File: src/rtl/nav_arb_pkg.sv
// Shared types and helpers for the navigate command arbiter.
// Source indices name the fixed command sources; planners added later take higher indices.
package nav_arb_pkg;

  typedef enum logic [1:0] {
    IDLE = 2'd0,
    HDNG = 2'd1,
    MOVE = 2'd2
  } arb_state_t;

  localparam int SRC_CMD = 0;
  localparam int SRC_SLV = 1;

  // Width of a source index; never narrower than one bit.
  function automatic int SRC_W(input int n);
    return (n <= 2) ? 1 : $clog2(n);
  endfunction

endpackage

File: src/rtl/nav_wdog.sv
// Saturating busy-cycle counter for the move watchdog.
// The terminal-count output is combinational and is qualified by the enable input.
module nav_wdog #(
  parameter int               TMO_W   = 24,
  parameter logic [TMO_W-1:0] TMO_CYC = '1
) (
  input  logic clk,
  input  logic rst,
  input  logic clr,
  input  logic en,
  output logic tc
);

  logic [TMO_W-1:0] cnt_reg;

  always_ff @(posedge clk) begin
    if (rst) begin
      cnt_reg <= '0;
    end else if (clr) begin
      cnt_reg <= '0;
    end else if (en && (cnt_reg != '1)) begin
      cnt_reg <= cnt_reg + TMO_W'(1);
    end
  end

  assign tc = en && (cnt_reg == (TMO_CYC - TMO_W'(1)));

endmodule

File: src/rtl/nav_cmd_arb.sv
// Arbiter granting one command source at a time ownership of the navigate unit.
// Ownership is locked for a whole heading/move operation; a watchdog aborts stuck moves.
module nav_cmd_arb
  import nav_arb_pkg::*;
#(
  parameter int               NUM_SRC = 2,
  parameter int               HDNG_W  = 12,
  parameter int               TMO_W   = 24,
  parameter logic [TMO_W-1:0] TMO_CYC = 24'hFFFFFF
) (
  input  logic                         clk,
  input  logic                         rst,
  input  logic [$clog2(NUM_SRC)-1:0]   src_sel,
  input  logic [NUM_SRC*HDNG_W-1:0]    src_dsrd_hdng,
  input  logic [NUM_SRC-1:0]           src_strt_hdng,
  input  logic [NUM_SRC-1:0]           src_strt_mv,
  input  logic [NUM_SRC-1:0]           src_stp_lft,
  input  logic [NUM_SRC-1:0]           src_stp_rght,
  input  logic                         mv_cmplt,
  input  logic                         clr_err,
  output logic [HDNG_W-1:0]            nav_dsrd_hdng,
  output logic                         nav_strt_hdng,
  output logic                         nav_strt_mv,
  output logic                         nav_stp_lft,
  output logic                         nav_stp_rght,
  output logic [NUM_SRC-1:0]           src_mv_cmplt,
  output logic [$clog2(NUM_SRC)-1:0]   owner,
  output logic                         busy,
  output logic                         rej,
  output logic                         tmo_err
);

  localparam int SW = SRC_W(NUM_SRC);

  arb_state_t          state_reg, state_next;
  logic [SW-1:0]       owner_reg, owner_next;
  logic [HDNG_W-1:0]   hdng_reg, hdng_next;
  logic                stp_lft_reg, stp_lft_next;
  logic                stp_rght_reg, stp_rght_next;
  logic                strt_hdng_reg, strt_hdng_next;
  logic                strt_mv_reg, strt_mv_next;
  logic [NUM_SRC-1:0]  cmplt_reg, cmplt_next;
  logic                rej_reg, rej_next;
  logic                tmo_err_reg, tmo_err_next;
  logic                busy_reg;

  logic [NUM_SRC-1:0]  owner_onehot;
  logic [HDNG_W-1:0]   hdng_masked [NUM_SRC];
  logic [HDNG_W-1:0]   own_hdng;
  logic                own_strt_hdng, own_strt_mv, own_stp_lft, own_stp_rght;
  logic                other_start, any_start, sel_ok;
  logic                wdog_clr, wdog_tc, tmo_set;

  // One-hot owner decode lets every per-source select be a plain AND-OR.
  generate
    for (genvar gi = 0; gi < NUM_SRC; gi++) begin : g_src
      assign owner_onehot[gi] = (owner_reg == SW'(gi));
      assign hdng_masked[gi]  = owner_onehot[gi] ? src_dsrd_hdng[gi*HDNG_W +: HDNG_W] : '0;
    end
  endgenerate

  always_comb begin
    own_hdng = '0;
    for (int i = 0; i < NUM_SRC; i++) begin
      own_hdng = own_hdng | hdng_masked[i];
    end
  end

  assign own_strt_hdng = |(src_strt_hdng & owner_onehot);
  assign own_strt_mv   = |(src_strt_mv & owner_onehot);
  assign own_stp_lft   = |(src_stp_lft & owner_onehot);
  assign own_stp_rght  = |(src_stp_rght & owner_onehot);
  assign other_start   = |((src_strt_hdng | src_strt_mv) & ~owner_onehot);
  assign any_start     = |(src_strt_hdng | src_strt_mv);
  assign sel_ok        = (32'(src_sel) < NUM_SRC);

  nav_wdog #(
    .TMO_W   (TMO_W),
    .TMO_CYC (TMO_CYC)
  ) u_wdog (
    .clk (clk),
    .rst (rst),
    .clr (wdog_clr),
    .en  (state_reg != IDLE),
    .tc  (wdog_tc)
  );

  always_comb begin
    state_next     = state_reg;
    owner_next     = owner_reg;
    hdng_next      = hdng_reg;
    stp_lft_next   = stp_lft_reg;
    stp_rght_next  = stp_rght_reg;
    strt_hdng_next = 1'b0;
    strt_mv_next   = 1'b0;
    cmplt_next     = '0;
    rej_next       = 1'b0;
    tmo_set        = 1'b0;
    wdog_clr       = 1'b0;
    case (state_reg)
      IDLE: begin
        if (own_strt_hdng) begin
          // Heading wins over a simultaneous move from the same owner.
          hdng_next      = own_hdng;
          strt_hdng_next = 1'b1;
          wdog_clr       = 1'b1;
          state_next     = HDNG;
          rej_next       = own_strt_mv | other_start;
        end else if (own_strt_mv) begin
          hdng_next     = own_hdng;
          stp_lft_next  = own_stp_lft;
          stp_rght_next = own_stp_rght;
          strt_mv_next  = 1'b1;
          wdog_clr      = 1'b1;
          state_next    = MOVE;
          rej_next      = other_start;
        end else begin
          // Owner only follows src_sel while no operation is being launched.
          rej_next = other_start;
          if (sel_ok) begin
            owner_next = SW'(src_sel);
          end
        end
      end
      HDNG, MOVE: begin
        rej_next = any_start;
        if (mv_cmplt) begin
          cmplt_next    = owner_onehot;
          stp_lft_next  = 1'b0;
          stp_rght_next = 1'b0;
          state_next    = IDLE;
        end else if (wdog_tc) begin
          tmo_set       = 1'b1;
          stp_lft_next  = 1'b0;
          stp_rght_next = 1'b0;
          state_next    = IDLE;
        end
      end
      default: begin
        state_next = IDLE;
      end
    endcase
    tmo_err_next = tmo_set ? 1'b1 : (clr_err ? 1'b0 : tmo_err_reg);
  end

  always_ff @(posedge clk) begin
    if (rst) begin
      state_reg     <= IDLE;
      owner_reg     <= SW'(SRC_CMD);
      hdng_reg      <= '0;
      stp_lft_reg   <= 1'b0;
      stp_rght_reg  <= 1'b0;
      strt_hdng_reg <= 1'b0;
      strt_mv_reg   <= 1'b0;
      cmplt_reg     <= '0;
      rej_reg       <= 1'b0;
      tmo_err_reg   <= 1'b0;
      busy_reg      <= 1'b0;
    end else begin
      state_reg     <= state_next;
      owner_reg     <= owner_next;
      hdng_reg      <= hdng_next;
      stp_lft_reg   <= stp_lft_next;
      stp_rght_reg  <= stp_rght_next;
      strt_hdng_reg <= strt_hdng_next;
      strt_mv_reg   <= strt_mv_next;
      cmplt_reg     <= cmplt_next;
      rej_reg       <= rej_next;
      tmo_err_reg   <= tmo_err_next;
      busy_reg      <= (state_next != IDLE);
    end
  end

  assign nav_dsrd_hdng = hdng_reg;
  assign nav_strt_hdng = strt_hdng_reg;
  assign nav_strt_mv   = strt_mv_reg;
  assign nav_stp_lft   = stp_lft_reg;
  assign nav_stp_rght  = stp_rght_reg;
  assign src_mv_cmplt  = cmplt_reg;
  assign owner         = owner_reg;
  assign busy          = busy_reg;
  assign rej           = rej_reg;
  assign tmo_err       = tmo_err_reg;

endmodule
File: config.mk
export PLATFORM = sky130hd
export DESIGN_NAME = nav_cmd_arb
export DESIGN_NICKNAME = d
export VERILOG_FILES = /design/src/rtl/nav_arb_pkg.sv /design/src/rtl/nav_wdog.sv /design/src/rtl/nav_cmd_arb.sv
export SDC_FILE = /design/constraint.sdc
export NUM_CORES = 1
export LEC_CHECK = 0
export ABC_AREA = 1
export BUFFER_PORTS_ARGS = -buffer_cell sky130_fd_sc_hd__buf_2
export CAP_MARGIN = 20
export CORE_MARGIN = 1
export CORE_UTILIZATION = 59
export CTS_CLUSTER_DIAMETER = 150
export CTS_CLUSTER_SIZE = 24
export DETAILED_ROUTE_END_ITERATION = 8
export GPL_ROUTABILITY_DRIVEN = 0
export GPL_TIMING_DRIVEN = 0
export PLACE_DENSITY = 0.92
export SKIP_LAST_GASP = 1
export SYNTH_ARGS = -nofsm -noshare
export SYNTH_HDL_FRONTEND = slang
export SYNTH_HIERARCHICAL = 1
export SYNTH_SLANG_ARGS = --single-unit
File: constraint.sdc
create_clock -name clk -period 3.3 [get_ports clk]
set_input_delay 0.33 -clock clk [delete_from_list [all_inputs] [get_ports clk]]
set_output_delay 0.33 -clock clk [all_outputs]
set_load 0.005 [all_outputs]
==> run metrics, run 1 <==
Gate power share 34.0%; dpl ws 0.840 ns; Max Clk Rate 0.395 GHz; CP top delay family simple AND/OR/NAND/NOR gates; I/O pins 59; global-route wire length before repair 10900 um; Routed WL 6530 um; core area 4410 um2; Post-Layout Cell Count 534; CP arrival 2.74 ns; Synth area leader dfxtp_1; Setup WS post-layout 0.767 ns; Die W 70.4 um; Pre-antenna DRT Iters 5; CP cell instances inv_1 -> ha_1 -> buf_2 -> inv_1 -> nand4_1 -> nor4_1 -> nor3_1 -> nor2_1 -> nand3_1 -> nand2_1 -> nor2_1; Reg power frac 43.2%; Die Area 4960 um2; vias in the first global route 2522; #FFs+latches synth 48; RSZ-0062 raised after global routing no; ratio of cells with drive above 1 in the final layout 22.8%; Layout Skew 0.00995 ns; largest cells by area after synthesis dfxtp_1 35%, nand2_1 17%, nor2_1 10%; YS warnings 6; worst-margin pin slew 0.694 ns; EDFF count, synth 0; Clock Latency Late Sink 0.30 ns; Remaining DRCs 0; hold buffers post-CTS 0; fill count 345; Wirelength per Cell 12.2 um; num rows 24; max reg flops 24; antenna violations before repair 0; CP startpoint kind register; Worst Path Buf+Inv 3; Sw Ratio 36.7%; CTS sink count 48; Setup Buffers After CTS 0; R2R Path Start state_reg[0]; Tmin final 2.53 ns; Hold Startpoint clr_err; Starting Density 62.5%; via-per-instance ratio 5.19; WS Path Type reg2reg; TNS Setup 0 ns; final hold violation count 0; Max H-tree Level 2; post_cts resized 0; Synth cell types 31; Cells after DPL 526; Leak 1.42 nW; Pint 0.000999 W; pin count of the biggest net entering global routing 17; Nets 522; status completed; Setup-failing EPs final 0; CTS tree done; Slowest-stage cell, CP nor4_1; Post-Syn Area 2760 um2; main flop type after synthesis dfxtp_1; Final Cycle Share 76.8%; Max transition margin 53.7%; clock network power share 22.8%; synthesis-to-finish area growth 16.2%; FF/Latch Area 961 um2; net switching power 0.000580 W; DIE HEIGHT 70.4 um; cts bufs inserted 5; maximum vdd drop 0.000305 V; syn avg cell area 6.63 um2; Slew Viols, Final 0; Crit. End Element register; Worst Path Required 3.51 ns; MaxCap Viol Count 0; syn nets 457; dpl hpwl 5050 um; HP Class in2reg; Root Buffer clkbuf_8; Clk pin slew, worst setup/hold paths 0.10 ns; WHS 0.280 ns; DR vias 2774; Inserted Diodes 0; sequential share of the synthesized area 34.8%; Cells after Synth 416; share of synthesized flip-flops with an asynchronous set or reset 0%; IO buf count 58; DRT iter0 DRCs 198; GRT Resource Usage Total 27.2%; crit path from state_reg[0]; area taken by multi-input logic gates 1580 um2; grt ovf 0; CP max stage delay 0.51 ns; Max clock buf depth 2; critical path fanouts, max 9; post-synth top area share 34.8%; post-route ant nets 0; Power Density 492 nW/um2
-- path summary, 6_finish.rpt --
path / endpoint / slack, ns / depth (start not counted)
worst max register to register: nav_stp_lft / 0.77 / 11
worst min register to register: nav_dsrd_hdng[8] / 0.49 / 2
worst min-delay path: tmo_err / 0.28 / 4
worst max-delay path: nav_stp_lft / 0.77 / 11
-- placed cells by master (no fill, tap or decap), types with 3 or more instances in the layout --
master      n
inv_1      30
nand2_1   128
nand3_1    31
xnor2_1     7
nor3_1      6
a21oi_1     7
a21boi_1    5
nand4_1     5
a21oi_2    14
o21ai_0     8
clkbuf_1    3
nand2_2     9
nor2_1     76
xor2_1      3
clkbuf_8    5
buf_4       3
a21boi_0    8
dfxtp_1    48
buf_2      62
ha_1        4
-- per-stage QoR --
stage	utilization [%]	instance area (um2)	total power, W
2_1_floorplan	-	2760	0.00106
3_3_place_gp	70.6	3120	0.00120
6_report	72.6	3210	0.00158
3_5_place_dp	70.6	3120	0.00122
5_1_grt	72.6	3210	0.00167
4_1_cts	72.6	3210	0.00158
-- worst min-delay path, cell delays in order --
cell	delay (ns)
buf_2	0.07
inv_1	0.03
nand2_1	0.04
a21oi_1	0.06
-- Yosys cell counts, types with 2 or more instances --
cell type    n
clkbuf_1     3
inv_2        2
a21boi_0     8
nor2_1      76
xnor2_1      7
nor2_2       2
o21ai_0      8
a21boi_1     5
a21oi_2     14
xor2_1       3
nand3_1     31
nand2_2      9
nand2_1    128
inv_1       30
nand2_4      2
a21oi_1      7
nor2_4       2
ha_1         4
buf_6        2
nor3_1       6
nand4_1      5
buf_2        4
dfxtp_1     48
buf_4        3
-- area by class of cell --
type	instances	area share [%]
multi-input combinational	322	49.4
sequential	48	30.0
timing repair buffer	58	9.05
inverter	32	3.75
buffer	14	2.97
clock buffer	5	2.15
tap	52	2.03
clock inverter	3	0.702
-- power groups by stage --
stage | Sequential [W] | Combinational [W] | Clock, W
after global routing | 0.000689 | 0.000596 | 0.000385
after global placement | 0.000693 | 0.000510 | 0
after floorplan | 0.000696 | 0.000361 | 0
after detailed placement | 0.000694 | 0.000528 | 0
after CTS | 0.000682 | 0.000532 | 0.000366
final | 0.000682 | 0.000536 | 0.000360
-- per-layer routing --
| layer | vias to the layer above | share of wire [%] | global-route usage, % | routed length (um) |
|---|---|---|---|---|
| met5 | - | 0 | 0 | 0 |
| met2 | 88 | 50 | 47.6 | 3270 |
| met3 | 13 | 5.3 | 4.33 | 345 |
| met1 | 1235 | 43 | 33.5 | 2810 |
| met4 | 0 | 1.7 | 9.33 | 112 |
| li1 | 1438 | - | - | - |
-- logic make-up (layout without fill, tap and decap cells) --
kind of cell / after synthesis / after routing / share of synthesized area [%]
xor+xnor: 10 / 10 / 3.17
fa+ha+maj: 4 / 4 / 1.81
simple gates: 264 / 264 / 40.8
flops: 48 / 48 / 34.8
buf+inv: 46 / 112 / 7.80
compound gates: 44 / 44 / 11.6
Note: power is estimated with default switching activity, not from simulation.
==> inputs of run 2 (changes only) <==
--- a/config.mk
+++ b/config.mk
@@ -9,13 +9,13 @@
 export BUFFER_PORTS_ARGS = -buffer_cell sky130_fd_sc_hd__buf_2
 export CAP_MARGIN = 20
 export CORE_MARGIN = 1
-export CORE_UTILIZATION = 59
+export CORE_UTILIZATION = 49
 export CTS_CLUSTER_DIAMETER = 150
 export CTS_CLUSTER_SIZE = 24
 export DETAILED_ROUTE_END_ITERATION = 8
 export GPL_ROUTABILITY_DRIVEN = 0
 export GPL_TIMING_DRIVEN = 0
-export PLACE_DENSITY = 0.92
+export PLACE_DENSITY = 0.83
 export SKIP_LAST_GASP = 1
 export SYNTH_ARGS = -nofsm -noshare
 export SYNTH_HDL_FRONTEND = slang
==> constraint.sdc (replaced) <==
create_clock -name clk -period 2.1 [get_ports clk]
set_input_delay 0.21 -clock clk [delete_from_list [all_inputs] [get_ports clk]]
set_output_delay 0.21 -clock clk [all_outputs]
set_load 0.005 [all_outputs]
==> run metrics, run 2 (synthesis results as in run 1) <==
post-route ant nets 0 (unchanged); DRT iter0 DRCs 164 (was 198); Clk pin slew, worst setup/hold paths 0.09 ns (was 0.10 ns); CP max stage delay 0.40 ns (was 0.51 ns); MaxCap Viol Count 0 (unchanged); worst-margin pin slew 0.405 ns (was 0.694 ns); hold buffers post-CTS 0 (unchanged); Slew Viols, Final 0 (unchanged); maximum vdd drop 0.000507 V (was 0.000305 V); Inserted Diodes 0 (unchanged); pin count of the biggest net entering global routing 16 (was 17); DIE HEIGHT 77.1 um (was 70.4 um); TNS Setup 0 ns (unchanged); most frequent cells in the layout 128 x nand2_1, 75 x nor2_1, 61 x buf_2, 46 x dfxtp_1, 31 x nand3_1 (was 128 x nand2_1, 76 x nor2_1, 62 x buf_2, 48 x dfxtp_1, 31 x nand3_1); Routed WL 6380 um (was 6530 um); Max transition margin 73.0% (was 53.7%); Crit. End Element register (unchanged); CP arrival 2.17 ns (was 2.74 ns); commonest non-fill, non-tap cell in the layout nand2_1 (unchanged); CTS tree done (unchanged); Clock Latency Late Sink 0.31 ns (was 0.30 ns); Leak 1.47 nW (was 1.42 nW); Nets 530 (was 522); Worst Path Required 2.31 ns (was 3.51 ns); Remaining DRCs 0 (unchanged); IO buf count 58 (unchanged); WHS 0.135 ns (was 0.280 ns); antenna violations before repair 0 (unchanged); num rows 26 (was 24); Die W 77.1 um (was 70.4 um); R2R setup slack 0.14 ns (was 0.77 ns); Post-Layout Cell Count 560 (was 534); Slowest-stage cell, CP nor4_4 (was nor4_1); FF/Latch Area 963 um2 (was 961 um2); Power Density 769 nW/um2 (was 492 nW/um2); cts bufs inserted 5 (unchanged); DR vias 2779 (was 2774); Final Cycle Share 93.6% (was 76.8%); ratio of cells with drive above 1 in the final layout 25.7% (was 22.8%); final hold violation count 0 (unchanged); Tmin final 1.96 ns (was 2.53 ns); area taken by multi-input logic gates 1610 um2 (was 1580 um2); Die Area 5940 um2 (was 4960 um2); Pre-antenna DRT Iters 4 (was 5); Cells after DPL 544 (was 526); Setup-failing EPs final 0 (unchanged); Max H-tree Level 2 (unchanged); CP startpoint kind register (unchanged); Max Clk Rate 0.509 GHz (was 0.395 GHz); global-route wire length before repair 11200 um (was 10900 um); HP Class in2reg (unchanged); CTS sink count 48 (unchanged); Final Core Density 63.2% (was 72.6%); Layout Skew 0.0184 ns (was 0.00995 ns); vias in the first global route 2717 (was 2522); fill count 495 (was 345); Wirelength per Cell 11.4 um (was 12.2 um); Root Buffer clkbuf_8 (unchanged); Max clock buf depth 2 (unchanged); dpl hpwl 4770 um (was 5050 um); max reg flops 24 (unchanged); GRT Resource Usage Total 23.3% (was 27.2%); status completed (unchanged); via-per-instance ratio 4.96 (was 5.19); I/O pins 59 (unchanged); CP cell instances inv_1 -> ha_1 -> buf_6 -> clkinvlp_4 -> nand4_1 -> nor4_4 -> nor3_2 -> nor2_2 -> nand3_1 -> nand2_1 -> nor2_1 (was inv_1 -> ha_1 -> buf_2 -> inv_1 -> nand4_1 -> nor4_1 -> nor3_1 -> nor2_1 -> nand3_1 -> nand2_1 -> nor2_1); synthesis-to-finish area growth 20.8% (was 16.2%); Starting Density 52.4% (was 62.5%); grt ovf 0 (unchanged); core area 5270 um2 (was 4410 um2); critical path fanouts, max 4 (was 9); WS Path Type reg2reg (unchanged)
run 2: changes by cell type in the layout (fill, tap and decap cells not counted), moves of 2 or more:
cell	delta
clkbuf_2	+2
dfxtp_2	+2
clkinvlp_4	+3
buf_4	+8
dfxtp_1	-2
clkbuf_1	-2
run 2: final cells by class:
cell class,instances,share of cell area (%)
Clock buffer,6,2.48
Inverter,32,3.72
Multi-Input combinational cell,322,48.2
Timing Repair Buffer,66,10.5
Sequential cell,48,28.9
Buffer,14,3.12
Clock inverter,2,0.450
Tap cell,70,2.63
run 2: worst max-delay path, delay by kind of cell (launching register included):
| kind | cells | cell delay, ns |
|---|---|---|
| DFF | 1 | 0.36 |
| and+or+nand+nor | 7 | 1.03 |
| buffers and inverters | 3 | 0.29 |
| adders and majority gates | 1 | 0.18 |
run 2: final timing paths:
path                start      endpoint  cells past startpoint
max          state_reg[1]  nav_stp_rght                     11
min                   rst       tmo_err                      2
max reg2reg  state_reg[1]  nav_stp_rght                     11
min reg2reg       tmo_err       tmo_err                      2
run 2: what timing repair did:
action	in CTS	in global routing
buffers inserted	3	5
endpoints found under the setup margin	20	22
pin swaps	2	5
gates resized for setup	5	8
run 2: report_power, final:
part           leakage, nW  internal, W  switching (W)
logic                 1.04     0.000374       0.000533
registers            0.393      0.00101      0.0000544
clock network       0.0434     0.000267       0.000322
run 2: metrics by stage:
stage	setup slack, ns	area (um2)	power, W
2_1_floorplan	0.0939	2760	0.00166
3_3_place_gp	-0.257	3140	0.00189
3_5_place_dp	-0.295	3140	0.00191
4_1_cts	0.0194	3280	0.00252
5_1_grt	-0.00621	3330	0.00273
6_report	0.135	3330	0.00256
run 2: per-layer routing:
layer | track usage, % | wire, um
met3 | 4.76 | 199
met1 | 26.5 | 2810
met5 | 0 | 0
met4 | 9.62 | 147
met2 | 42.1 | 3220
